## src/rtl/sort4_cmp_ctrl.sv

```systemverilog
// sort4_cmp_ctrl: bubble-sorts a 4-beat batch of 4-bit operands through one shared gate-level comparator.
// Build option SORT_EARLY_EXIT_EN: leave SORT after the first pass that performs no swap.

module comparator_4bit_gates (
  input  logic [3:0] i_a,
  input  logic [3:0] i_b,
  output logic       o_a_gt_b,
  output logic       o_a_lt_b,
  output logic       o_a_eq_b
);
  logic [3:0] w_eq;

  assign w_eq     = ~(i_a ^ i_b);
  assign o_a_gt_b = (i_a[3] & ~i_b[3])
                  | (w_eq[3] & i_a[2] & ~i_b[2])
                  | (w_eq[3] & w_eq[2] & i_a[1] & ~i_b[1])
                  | (w_eq[3] & w_eq[2] & w_eq[1] & i_a[0] & ~i_b[0]);
  assign o_a_lt_b = (~i_a[3] & i_b[3])
                  | (w_eq[3] & ~i_a[2] & i_b[2])
                  | (w_eq[3] & w_eq[2] & ~i_a[1] & i_b[1])
                  | (w_eq[3] & w_eq[2] & w_eq[1] & ~i_a[0] & i_b[0]);
  assign o_a_eq_b = &w_eq;
endmodule

module sort4_cmp_ctrl #(
  parameter bit ORDER_DESC = 1'b0
) (
  input  logic       clk,
  input  logic       rst_n,
  input  logic [3:0] in_data,
  input  logic       in_valid,
  output logic       in_ready,
  output logic [3:0] out_data,
  output logic       out_valid,
  input  logic       out_ready,
  output logic [2:0] swap_cnt,
  output logic       busy,
  output logic [1:0] dbg_state
);
  // Both streams: a beat transfers on the rising edge where valid && ready; ready never depends on valid.
  typedef enum logic [1:0] {
    S_IDLE = 2'd0,
    S_SORT = 2'd1,
    S_OUT  = 2'd2
  } state_t;

  state_t     r_state;
  state_t     w_next;
  logic [3:0] r_m [4];
  logic [1:0] r_wr_ptr;
  logic [1:0] r_rd_ptr;
  logic [1:0] r_j;
  logic [1:0] r_pass;
  logic [2:0] r_swap_cnt;

  logic [1:0] w_j1;
  logic [3:0] w_a;
  logic [3:0] w_b;
  logic       w_gt;
  logic       w_lt;
  logic       w_eq;
  logic       w_swap;
  logic       w_pass_end;
  logic       w_sort_done;
  logic       w_in_fire;
  logic       w_out_fire;

  assign w_j1 = r_j + 2'd1;
  assign w_a  = r_m[r_j];
  assign w_b  = r_m[w_j1];

  comparator_4bit_gates u_cmp (
    .i_a      (w_a),
    .i_b      (w_b),
    .o_a_gt_b (w_gt),
    .o_a_lt_b (w_lt),
    .o_a_eq_b (w_eq)
  );

  // Equal pairs never swap, keeping the sort stable.
  assign w_swap     = !w_eq && (ORDER_DESC ? w_lt : w_gt);
  assign w_pass_end = (r_j == 2'd2);

`ifdef SORT_EARLY_EXIT_EN
  logic r_pass_swapped;

  always_ff @(posedge clk or negedge rst_n) begin
    if (!rst_n) begin
      r_pass_swapped <= 1'b0;
    end else if (w_in_fire) begin
      r_pass_swapped <= 1'b0;
    end else if (r_state == S_SORT) begin
      r_pass_swapped <= w_pass_end ? 1'b0 : (r_pass_swapped | w_swap);
    end
  end

  assign w_sort_done = w_pass_end && ((r_pass == 2'd2) || !(r_pass_swapped || w_swap));
`else
  assign w_sort_done = w_pass_end && (r_pass == 2'd2);
`endif

  assign w_in_fire  = in_valid && (r_state == S_IDLE);
  assign w_out_fire = out_ready && (r_state == S_OUT);

  always_ff @(posedge clk or negedge rst_n) begin
    if (!rst_n) r_state <= S_IDLE;
    else        r_state <= w_next;
  end

  always_comb begin
    w_next = r_state;
    unique case (r_state)
      S_IDLE:  if (w_in_fire && r_wr_ptr == 2'd3) w_next = S_SORT;
      S_SORT:  if (w_sort_done) w_next = S_OUT;
      S_OUT:   if (w_out_fire && r_rd_ptr == 2'd3) w_next = S_IDLE;
      default: w_next = S_IDLE;
    endcase
  end

  always_ff @(posedge clk or negedge rst_n) begin
    if (!rst_n) begin
      for (int i = 0; i < 4; i++) r_m[i] <= '0;
      r_wr_ptr   <= '0;
      r_rd_ptr   <= '0;
      r_j        <= '0;
      r_pass     <= '0;
      r_swap_cnt <= '0;
    end else begin
      if (w_in_fire) begin
        r_m[r_wr_ptr] <= in_data;
        r_wr_ptr      <= r_wr_ptr + 2'd1;
        // The previous batch's count stays visible until the new batch starts arriving.
        if (r_wr_ptr == 2'd0) r_swap_cnt <= '0;
        if (r_wr_ptr == 2'd3) begin
          r_j    <= '0;
          r_pass <= '0;
        end
      end
      if (r_state == S_SORT) begin
        if (w_swap) begin
          r_m[r_j]   <= w_b;
          r_m[w_j1]  <= w_a;
          r_swap_cnt <= r_swap_cnt + 3'd1;
        end
        r_j <= w_pass_end ? 2'd0 : w_j1;
        if (w_pass_end)  r_pass   <= r_pass + 2'd1;
        if (w_sort_done) r_rd_ptr <= '0;
      end
      if (w_out_fire) begin
        r_rd_ptr <= r_rd_ptr + 2'd1;
        if (r_rd_ptr == 2'd3) r_wr_ptr <= '0;
      end
    end
  end

  assign in_ready  = (r_state == S_IDLE);
  assign out_valid = (r_state == S_OUT);
  assign out_data  = (r_state == S_OUT) ? r_m[r_rd_ptr] : 4'd0;
  assign swap_cnt  = r_swap_cnt;
  assign busy      = (r_state == S_SORT) || (r_state == S_OUT);
  assign dbg_state = r_state;
endmodule
```

## config.mk

```make
export PLATFORM = sky130hd
export DESIGN_NAME = sort4_cmp_ctrl
export DESIGN_NICKNAME = d
export VERILOG_FILES = /design/src/rtl/sort4_cmp_ctrl.sv
export SDC_FILE = /design/constraint.sdc
export NUM_CORES = 1
export LEC_CHECK = 0
export CORE_MARGIN = 8
export CORE_UTILIZATION = 50
export CTS_BUF_LIST = sky130_fd_sc_hd__clkbuf_2
export DETAILED_ROUTE_END_ITERATION = 8
export PLACE_DENSITY = 0.7
export SLEW_MARGIN = 0
export SYNTH_ARGS = -nofsm -noshare
export SYNTH_HDL_FRONTEND = slang
export SYNTH_SLANG_ARGS = --single-unit
```

## constraint.sdc

```tcl
create_clock -name clk -period 8.1 [get_ports clk]
set_clock_uncertainty 0.15 [all_clocks]
set_input_delay 0.81 -clock clk [delete_from_list [all_inputs] [get_ports clk]]
set_output_delay 0.81 -clock clk [all_outputs]
set_load 0.1 [all_outputs]
```

; ---- Word-level counts from Yosys, hierarchy flattened
; Index checks and enable logic that the tools add are counted.
[classes]
eq_ne = 9
muxes = 44
reduce_logical = 21
bitwise_logic = 22
addsub = 5
shifts = 0
div_mod_pow = 0
order_cmp = 7
mul = 0
[op_table]
columns = cell, count
row1 = $bwmux W16, 3
row2 = $mux W16, 3
row3 = $mux W4, 10
row4 = $mux W2, 17
row5 = $bmux W4 S2, 3
row6 = $demux W4 S2, 3
row7 = $ge A3 B3 Y1 const B, 4
row8 = $mux W3, 4
row9 = $not A2 Y3, 4
row10 = $eq A2 B2 Y1 const B, 5
row11 = $and A1 B1 Y1, 9
row12 = $logic_and A1 B1 Y1, 9
row13 = $lt A3 B1 Y1 const B, 3
row14 = $add A2 B1 Y2 const B, 4
row15 = $reduce_bool A2 Y1, 4
row16 = $pmux W2 S3, 1
row17 = $logic_not A2 Y1, 2
row18 = $ne A2 B1 Y1 const B, 2
row19 = $not A1 Y1, 4
row20 = $not A4 Y4, 1
row21 = $reduce_and A2 Y1, 2
row22 = $reduce_and A4 Y1, 1
row23 = $xor A4 B4 Y4, 1
row24 = $add A3 B1 Y3 const B, 1
row25 = other kinds (6), 8
[word_totals]
n_memories = 0
word_cells = 118
mem_bits_ro = 0
out_inout_bits = 12
latchBits = 0
ramBits = 0
ff_bits = 29
inputBits = 8

; ---- Depth between registers and ports, before layout
[logic_depth]
ltp_word = 15
depth_mapped = 13
depth_no_buf = 10

; ---- By module
; Synthesis repeated with hierarchy kept, for this count alone.
[unflattened]
hier_cells = 218
hier_area_um2 = 2346.0
[by_module_without_submodules]
columns = module, area_each_um2, cells_each, n_inst, seq_area_each_um2
row1 = sort4_cmp_ctrl, 2189.6, 196, 1, 725.7
row2 = comparator_4bit_gates, 156.4, 22, 1, 0.0

; ---- Worst setup path after synthesis
; OpenSTA, ideal clock, no wires.
[synth_path]
path_kind = reg2reg
startpoint = reg r_j[0]
endpoint = reg r_m[10] (netlist name)
path_buffers = 3
t_arrival_ns = 3.727
slack_ns = 4.123
synth_period_minus_slack_ns = 3.977
t_required_ns = 7.851
path_stages_with_launch = 14
setup_ns = 0.099
cell_sequence = dfrtp_1 > buf_2 > inv_1 > ha_1 > buf_4 > mux4_2 > inv_1 > ha_1 > and4b_1 > or4_4 > o31a_2 > or2_1 > buf_4 > a311oi_1
[synth_via]
elab_chain_len = 15
elab_cells_between_ends = 44
cone_classes = add/sub (1) / order compare (4) / mux (14) / bitwise (20) / reduce/logical (5)
[synth_rtl]
columns = element, line_no
row1 = start: declaration, 52  ; logic [1:0] r_j;
row2 = start signal: assignment, 145  ; r_j <= w_pass_end ? 2'd0 : w_j1;
row3 = $add A2 B1 Y2, 68  ; assign w_j1 = r_j + 2'd1;
row4 = $not A2 Y3 (not written as such), "70, 142"
row5 = $bmux W4 S2, 70  ; assign w_b = r_m[w_j1];
row6 = $mux W4 (not written as such) (2 in a row), 70
row7 = $xor A4 B4 Y4, 13  ; assign w_eq = ~(i_a ^ i_b);
row8 = $not A4 Y4, 13
row9 = $and A1 B1 Y1 (on tied branches), "15, 16, 17"
row10 = $and A1 B1 Y1 (on tied branches), -
row11 = $or A1 B1 Y1 (tied with other cells), 15  ; | (w_eq[3] & i_a[2] & ~i_b[2])
row12 = $or A1 B1 Y1 / $and A1 B1 Y1 (equally long branches), "16, 17"
row13 = $or A1 B1 Y1, 17  ; | (w_eq[3] & w_eq[2] & w_eq[1] & i_a[0] & ~i_b[0]);
row14 = $logic_and A1 B1 Y1, 81  ; assign w_swap = !w_eq && (ORDER_DESC ? w_lt : w_gt);
row15 = $mux W16 (*), 140  ; if (w_swap) begin
row16 = $mux W16 (*), 139  ; if (r_state == S_SORT) begin
row17 = end signal: indexed assignment, 130  ; r_m[r_wr_ptr] <= in_data;
row18 = end signal: indexed assignment, 141  ; r_m[r_j] <= w_b;
row19 = end signal: indexed assignment, 142  ; r_m[w_j1] <= w_a;
row20 = end: declaration, 49  ; logic [3:0] r_m [4];
; Mark *: on every way between the ends. The rest lies on a longest branch, timed or not. The select of a mux whose other input is x is not followed.
; A chain may end at the register's enable or synchronous reset.

; ---- Worst setup path after layout
; Same ends and word-level chain as after synthesis.

==> results.py <==
metrics = {
    "synth": {
        "ys.flop_type": "dfrtp_1",
        "yosysSeqAreaShare_pct": 27.00,
        "synth_common_cells": "31 x nand2_1, 29 x dfrtp_1, 18 x ha_1, 16 x mux2i_1, 13 x mux2_2",
        "synthXorXnorAreaFrac_pct": 1.629,
        "synth_fa_ha_area_share_pct": 12.10,
        "avgSynthCellArea_um2": 9.668,
        "synth_area_um2": 2688,
        "synth-seq-cells": 29,
        "yosysWarnings": 0,
        "async_flop_share_pct": 100.0,
        "synthesis.nets": 304,
        "synthMuxAreaShare_pct": 20.62,
        "synthDominantAreaCellType": "dfrtp_1",
        "synthTopCellsByArea": "dfrtp_1 27%, mux4_2 9.2%, ha_1 8.4%",
        "synth_compound_gate_area_share_pct": 18.95,
        "ys_types": 48,
        "synth_simple_gate_area_share_pct": 15.41,
        "synth_top_family_by_area": "multiplexers",
        "synth_top_area_share_pct": 27.00,
        "synthCells": 278,
        "yosysMostFrequentCell": "nand2_1",
        "synth-edff-count": 0,
    },
    "floorplanning": {
        "core_area_um2": 5140,
        "pin_count": 20,
        "initial_core_util_pct": 52.29,
        "die_x_um": 89.32,
        "num_rows": 26,
        "die_area_um2": 7977,
        "dieHeight_um": 89.32,
    },
    "sta": {
        "finalCritPeriodShare_pct": 61.47,
        "hold_viol": 0,
        "fmax_mhz": 200.8,
        "max-slew-margin-rel_pct": 33.67,
        "tns_ps": 0,
        "rsz0062_at_grt": "false",
        "setup_viol": 0,
        "worst_slew_pin_slew_ps": 991.8,
        "final.min_clock_period_ps": 4979,
        "drv_slew": 0,
    },
    "worst_setup_path": {
        "cp_max_fo": 16,
        "max_stage_delay_ps": 800,
        "critPathArrivalTime_ps": 5120,
        "worst-path-buf-inv": 2,
        "endpoint_kind": "flop",
        "cp_top_family": "simple AND/OR/NAND/NOR gates",
        "worstSetupStartpointType": "flop",
        "slowest_stage": "dfrtp_1",
        "worstSetupPathType": "reg2reg",
        "rrSetupSlack_ps": 3120,
        "crit_chain": "inv_1 -> ha_1 -> mux4_2 -> inv_1 -> ha_1 -> and4b_1 -> or4_4 -> o31a_2 -> or2_1 -> a311oi_1",
        "required_ps": 8240,
    },
    "clock_tree": {
        "ctsHoldBuffers": 0,
        "cts-buffers-inserted": 5,
        "post_cts_buffers": 0,
        "clkLatencyLatePin_ps": 390,
        "clock_path_buffers": 2,
        "clk_pin_slew_worst_paths_ps": 180,
        "cts-root-buf": "clkbuf_2",
        "htreeDepth": 2,
        "cts.sinks": 29,
        "cts.repair.resized": 0,
        "cts_tree": "built",
    },
    "drt": {
        "drt_drc_violations_left": 0,
        "wl_per_cell_um": 21.96,
        "vias_per_cell": 6.690,
        "drt_iter0_drc": 230,
        "antenna_left": 0,
        "drtPass1Iterations": 6,
        "vias": 2415,
        "routed_wl_um": 7929,
    },
    "global_route": {
        "grt_pass1_wl_um": 12610,
        "antenna_found_initial": 0,
        "grt_overflow": 0,
        "grt_pass1_vias": 2350,
        "track_usage_pct": 21.14,
        "grt_max_degree": 30,
    },
    "finish": {
        "nets": 316,
        "num-fill-cells": 474,
        "diodes": 0,
        "multi_input_area_um2": 1847,
        "utilization_pct": 57.84,
        "register_area_um2": 725.7,
        "areaGrowthSynthToFinish_pct": 10.61,
        "drive_gt1_share_pct": 13.40,
    },
    "outcome": {
        "status": "complete, no violations",
    },
    "place": {
        "gp_congestion": 1.017,
        "portBuffers": 19,
        "place_hpwl_um": 5714,
    },
    "min_path": {
        "hold_class": "reg2reg",
    },
    "flow_run": {
        "cap_viol_max_count": 0,
    },
}
==> metrics by stage <==
stage | hold slack (ps) | instances | setup slack, ps | area, um2
6_report | 360.2 | 361 | 3121 | 2973
5_1_grt | 396.2 | 361 | 2892 | 2973
4_1_cts | 369.8 | 361 | 3146 | 2973
3_5_place_dp | 345.2 | 353 | 3203 | 2907
3_3_place_gp | 338.3 | 353 | 3438 | 2907
2_1_floorplan | 308.0 | 278 | 4123 | 2688
==> cells in the final DEF (no fill, tap or decap), drive strengths merged, types with 6 or more instances in the layout <==
master         synthesis  final
a211oi                 6      6
a221oi                11     11
clkdlybuf4s50          0     19
dfrtp                 29     29
ha                    18     18
inv                   13     13
maj3                  10     10
mux2                  13     13
mux2i                 16     16
mux4                  11     11
nand2                 31     31
nand3                  9      9
nor2                   9      9
nor2b                  9      9
o21ai                 14     14
o32ai                  9      9
or2                    6      6
==> flip-flops by register name (all words and copies together), names as in the netlist <==
signal / flops
r_j: 2
r_rd_ptr: 2
r_m: 16
r_pass: 2
dbg_state: 2
r_wr_ptr: 2
swap_cnt: 3
==> layout make-up <==
class | instances | area share (%)
Clock buffer | 5 | 0.8418
Clock inverter | 3 | 1.389
Inverter | 13 | 1.641
Multi-Input combinational cell | 221 | 62.12
Sequential cell | 29 | 24.41
Tap cell | 70 | 2.946
Timing Repair Buffer | 20 | 6.650
==> metal layers <==
metal  global-route usage, %  up-vias  wire length [um]
met3                   6.526       24               843
met1                   28.09     1159              3410
met5                       0        -                 0
met4                   7.704        0               200
li1                        -     1084                 -
met2                   31.38      148              3474
==> cells by family after synthesis <==
logic type	Yosys count
buf+inv	28
mux	40
xor+xnor	5
simple gates	82
compound gates	66
fa+ha+maj	28
flops	29
==> worst paths after layout <==
| check | startpoint | depth (start not counted) | endpoint |
|---|---|---|---|
| hold / removal | r_pass[0] | 1 | r_pass[0] |
| max in group asynchronous | rst_n | 2 | r_m[7] |
| min in group asynchronous | rst_n | 2 | dbg_state[0] |
| hold reg to reg | r_pass[0] | 1 | r_pass[0] |
| setup reg to reg | r_j[0] | 10 | r_m[10] |
| setup / recovery | r_j[0] | 10 | r_m[10] |
Power is not shown: default switching activity piles up to over one toggle a cycle in this logic, so the estimate is an artifact.
==> RTL change: new RTL, same flow settings <==
Set the parameter `ORDER_DESC` to 1'b1 (it was 1'b0).
--- a/src/rtl/sort4_cmp_ctrl.sv
+++ b/src/rtl/sort4_cmp_ctrl.sv
@@ -23,7 +23,7 @@
 endmodule
 
 module sort4_cmp_ctrl #(
-  parameter bit ORDER_DESC = 1'b0
+  parameter bit ORDER_DESC = 1'b1
 ) (
   input  logic       clk,
   input  logic       rst_n,
Behaviour: not the same (Yosys sat finds a counterexample within 10 cycles, from zero or initial values and one cycle with rst_n low).
==> RTL change against the original RTL <==
Sequential cell count did not move. Synthesized area down 4.3%. Cell area shrank 4.2%. Worst setup slack better by 0.57 ns. Routed wire length down 6.8%. Count of clock-buffer cells in the layout stayed put. Critical endpoint is now r_m[4]$_DFF_PN0_. Global-route usage down 1.2 points.
Power is not shown: default switching activity piles up to over one toggle a cycle in this logic, so the estimate is an artifact.
==> RTL change: results (changes against the original RTL) <==
.. list-table::
   :header-rows: 1

   * - Metric
     - Value
   * - Outcome
     - finished, final reports clean (unchanged)
   * - Largest driver fanout on the critical path
     - 14 (was 16)
   * - Global placement routability congestion
     - 1.00 (was 1.02)
   * - Number of gates resized after cts
     - 0 (unchanged)
   * - Number of global-route vias before repair
     - 2168 (was 2350)
   * - Wire length of the first global-routing pass
     - 11.6 mm (was 12.6 mm)
   * - Endpoint arrival time on the critical path
     - 4.57 ns (was 5.12 ns)
   * - Wire length per cell
     - 20.7 um (was 22.0 um)
   * - Clock latency of the later-clocked register in the worst-skew pair
     - 0.40 ns
   * - Final nets
     - 312 (was 316)
   * - Top post-synthesis cells by area
     - dfrtp_1, mux2i_1, ha_1, mux4_2, nand2_1 (was dfrtp_1, mux4_2, ha_1, mux2i_1, mux2_2)
   * - Synthesized netlist net count
     - 299 (was 304)
   * - Worst-case register-to-register setup slack
     - 3.69 ns (was 3.12 ns)
   * - Max FFs per register
     - 16 (unchanged)
   * - Antenna violations before repair
     - 0 (unchanged)
   * - Reg-to-Reg Start
     - r_j[0]$_DFFE_PN0P_ (unchanged)
   * - Initial detailed-routing violation count
     - 273 (was 230)
   * - Dominant register cell in the synthesized netlist
     - dfrtp_1 (unchanged)
   * - Diodes inserted
     - 0 (unchanged)
   * - Clock Tree Buf Depth
     - 2 (unchanged)
   * - Final Hold Violating Endpoints
     - 0 (unchanged)
   * - Maximum number of pins on one net before global-route repair
     - 30 (unchanged)
   * - Clk pin slew, worst setup/hold paths
     - 0.19 ns
   * - Buffers inserted by post-CTS timing repair
     - 0 (unchanged)
   * - Via-to-Cell Ratio
     - 6.44 (was 6.69)
   * - Slew at the pin closest to its max-slew limit
     - 0.969 ns (was 0.992 ns)
   * - Overall track demand over capacity in global routing
     - 0.199 (was 0.211)
   * - Hpwl dp
     - 5.38 mm (was 5.71 mm)
   * - Sequential element share of the synthesized area
     - 0.282 (was 0.270)
   * - Worst hold path stage count
     - 1 (unchanged)
   * - Worst R2R End
     - r_m[4]$_DFF_PN0_ (was r_m[10]$_DFF_PN0_)
   * - Synth top cells by count
     - nand2_1, dfrtp_1, mux2i_1 (was nand2_1, dfrtp_1, ha_1)
   * - Top delay family on crit path
     - compound AO/OA/AOI/OAI gates (was simple AND/OR/NAND/NOR gates)
   * - Class of the tightest hold or removal check
     - flip-flop to flip-flop (unchanged)
   * - Number of distinct library cells after synthesis
     - 49 (was 48)
   * - 1st-pass router iterations
     - 5 (was 6)
   * - Cell with the largest stage delay on the worst path
     - dfrtp_1 (unchanged)
   * - Largest stage delay on the critical path
     - 0.73 ns (was 0.80 ns)
   * - Startpoint class of the critical path
     - flip-flop (unchanged)
   * - CP dominant cell by count
     - ha_1
   * - Fraction of layout cells with a size suffix above 1
     - 0.108 (was 0.134)
   * - Number of cells on the worst reg-to-reg path
     - 10 (unchanged)
## RTL change: stage by stage
step / hold slack, ns / std cells / cell area, sq um / setup WS [ns]
floorplan: 0.311 / 273 / 2570 / 4.19
global placement: 0.332 / 349 / 2780 / 3.91
detailed placement: 0.347 / 349 / 2780 / 3.79
CTS: 0.368 / 357 / 2850 / 3.75
global route: 0.399 / 357 / 2850 / 3.46
finish: 0.364 / 357 / 2850 / 3.69
## RTL change: layout make-up
class                           count  area, sq um
Fill cell                         451         2190
Multi-Input combinational cell    215         1720
Sequential cell                    29          726
Timing Repair Buffer               20          198
Tap cell                           70         87.6
Inverter                           15         56.3
Clock inverter                      3         41.3
Clock buffer                        5         25.0
## RTL change: kinds of logic (layout without fill, tap and decap cells)
logic type,count (synthesis),after routing,synth area share
buf+inv,29,43,0.0506
mux,39,39,0.199
fa+ha+maj,24,24,0.111
simple gates,77,77,0.139
xor+xnor,5,5,0.0170
flops,29,29,0.282
compound gates,70,70,0.200
## RTL change: worst reg2reg max path, stage by stage (launching register included)
cell      delay, ns
dfrtp_1        0.73
inv_1          0.28
ha_1           0.53
mux4_1         0.70
ha_1           0.37
nor2b_1        0.15
a22o_1         0.30
and3_1         0.19
o32ai_4        0.47
o21ai_1        0.19
a221oi_2       0.26
## RTL change: layer usage
metal,track usage,vias up,routed length [um]
met5,0,-,0
met4,0.0813,0,229
met3,0.0441,30,622
met2,0.311,129,3430
met1,0.259,1094,3120
li1,-,1045,-
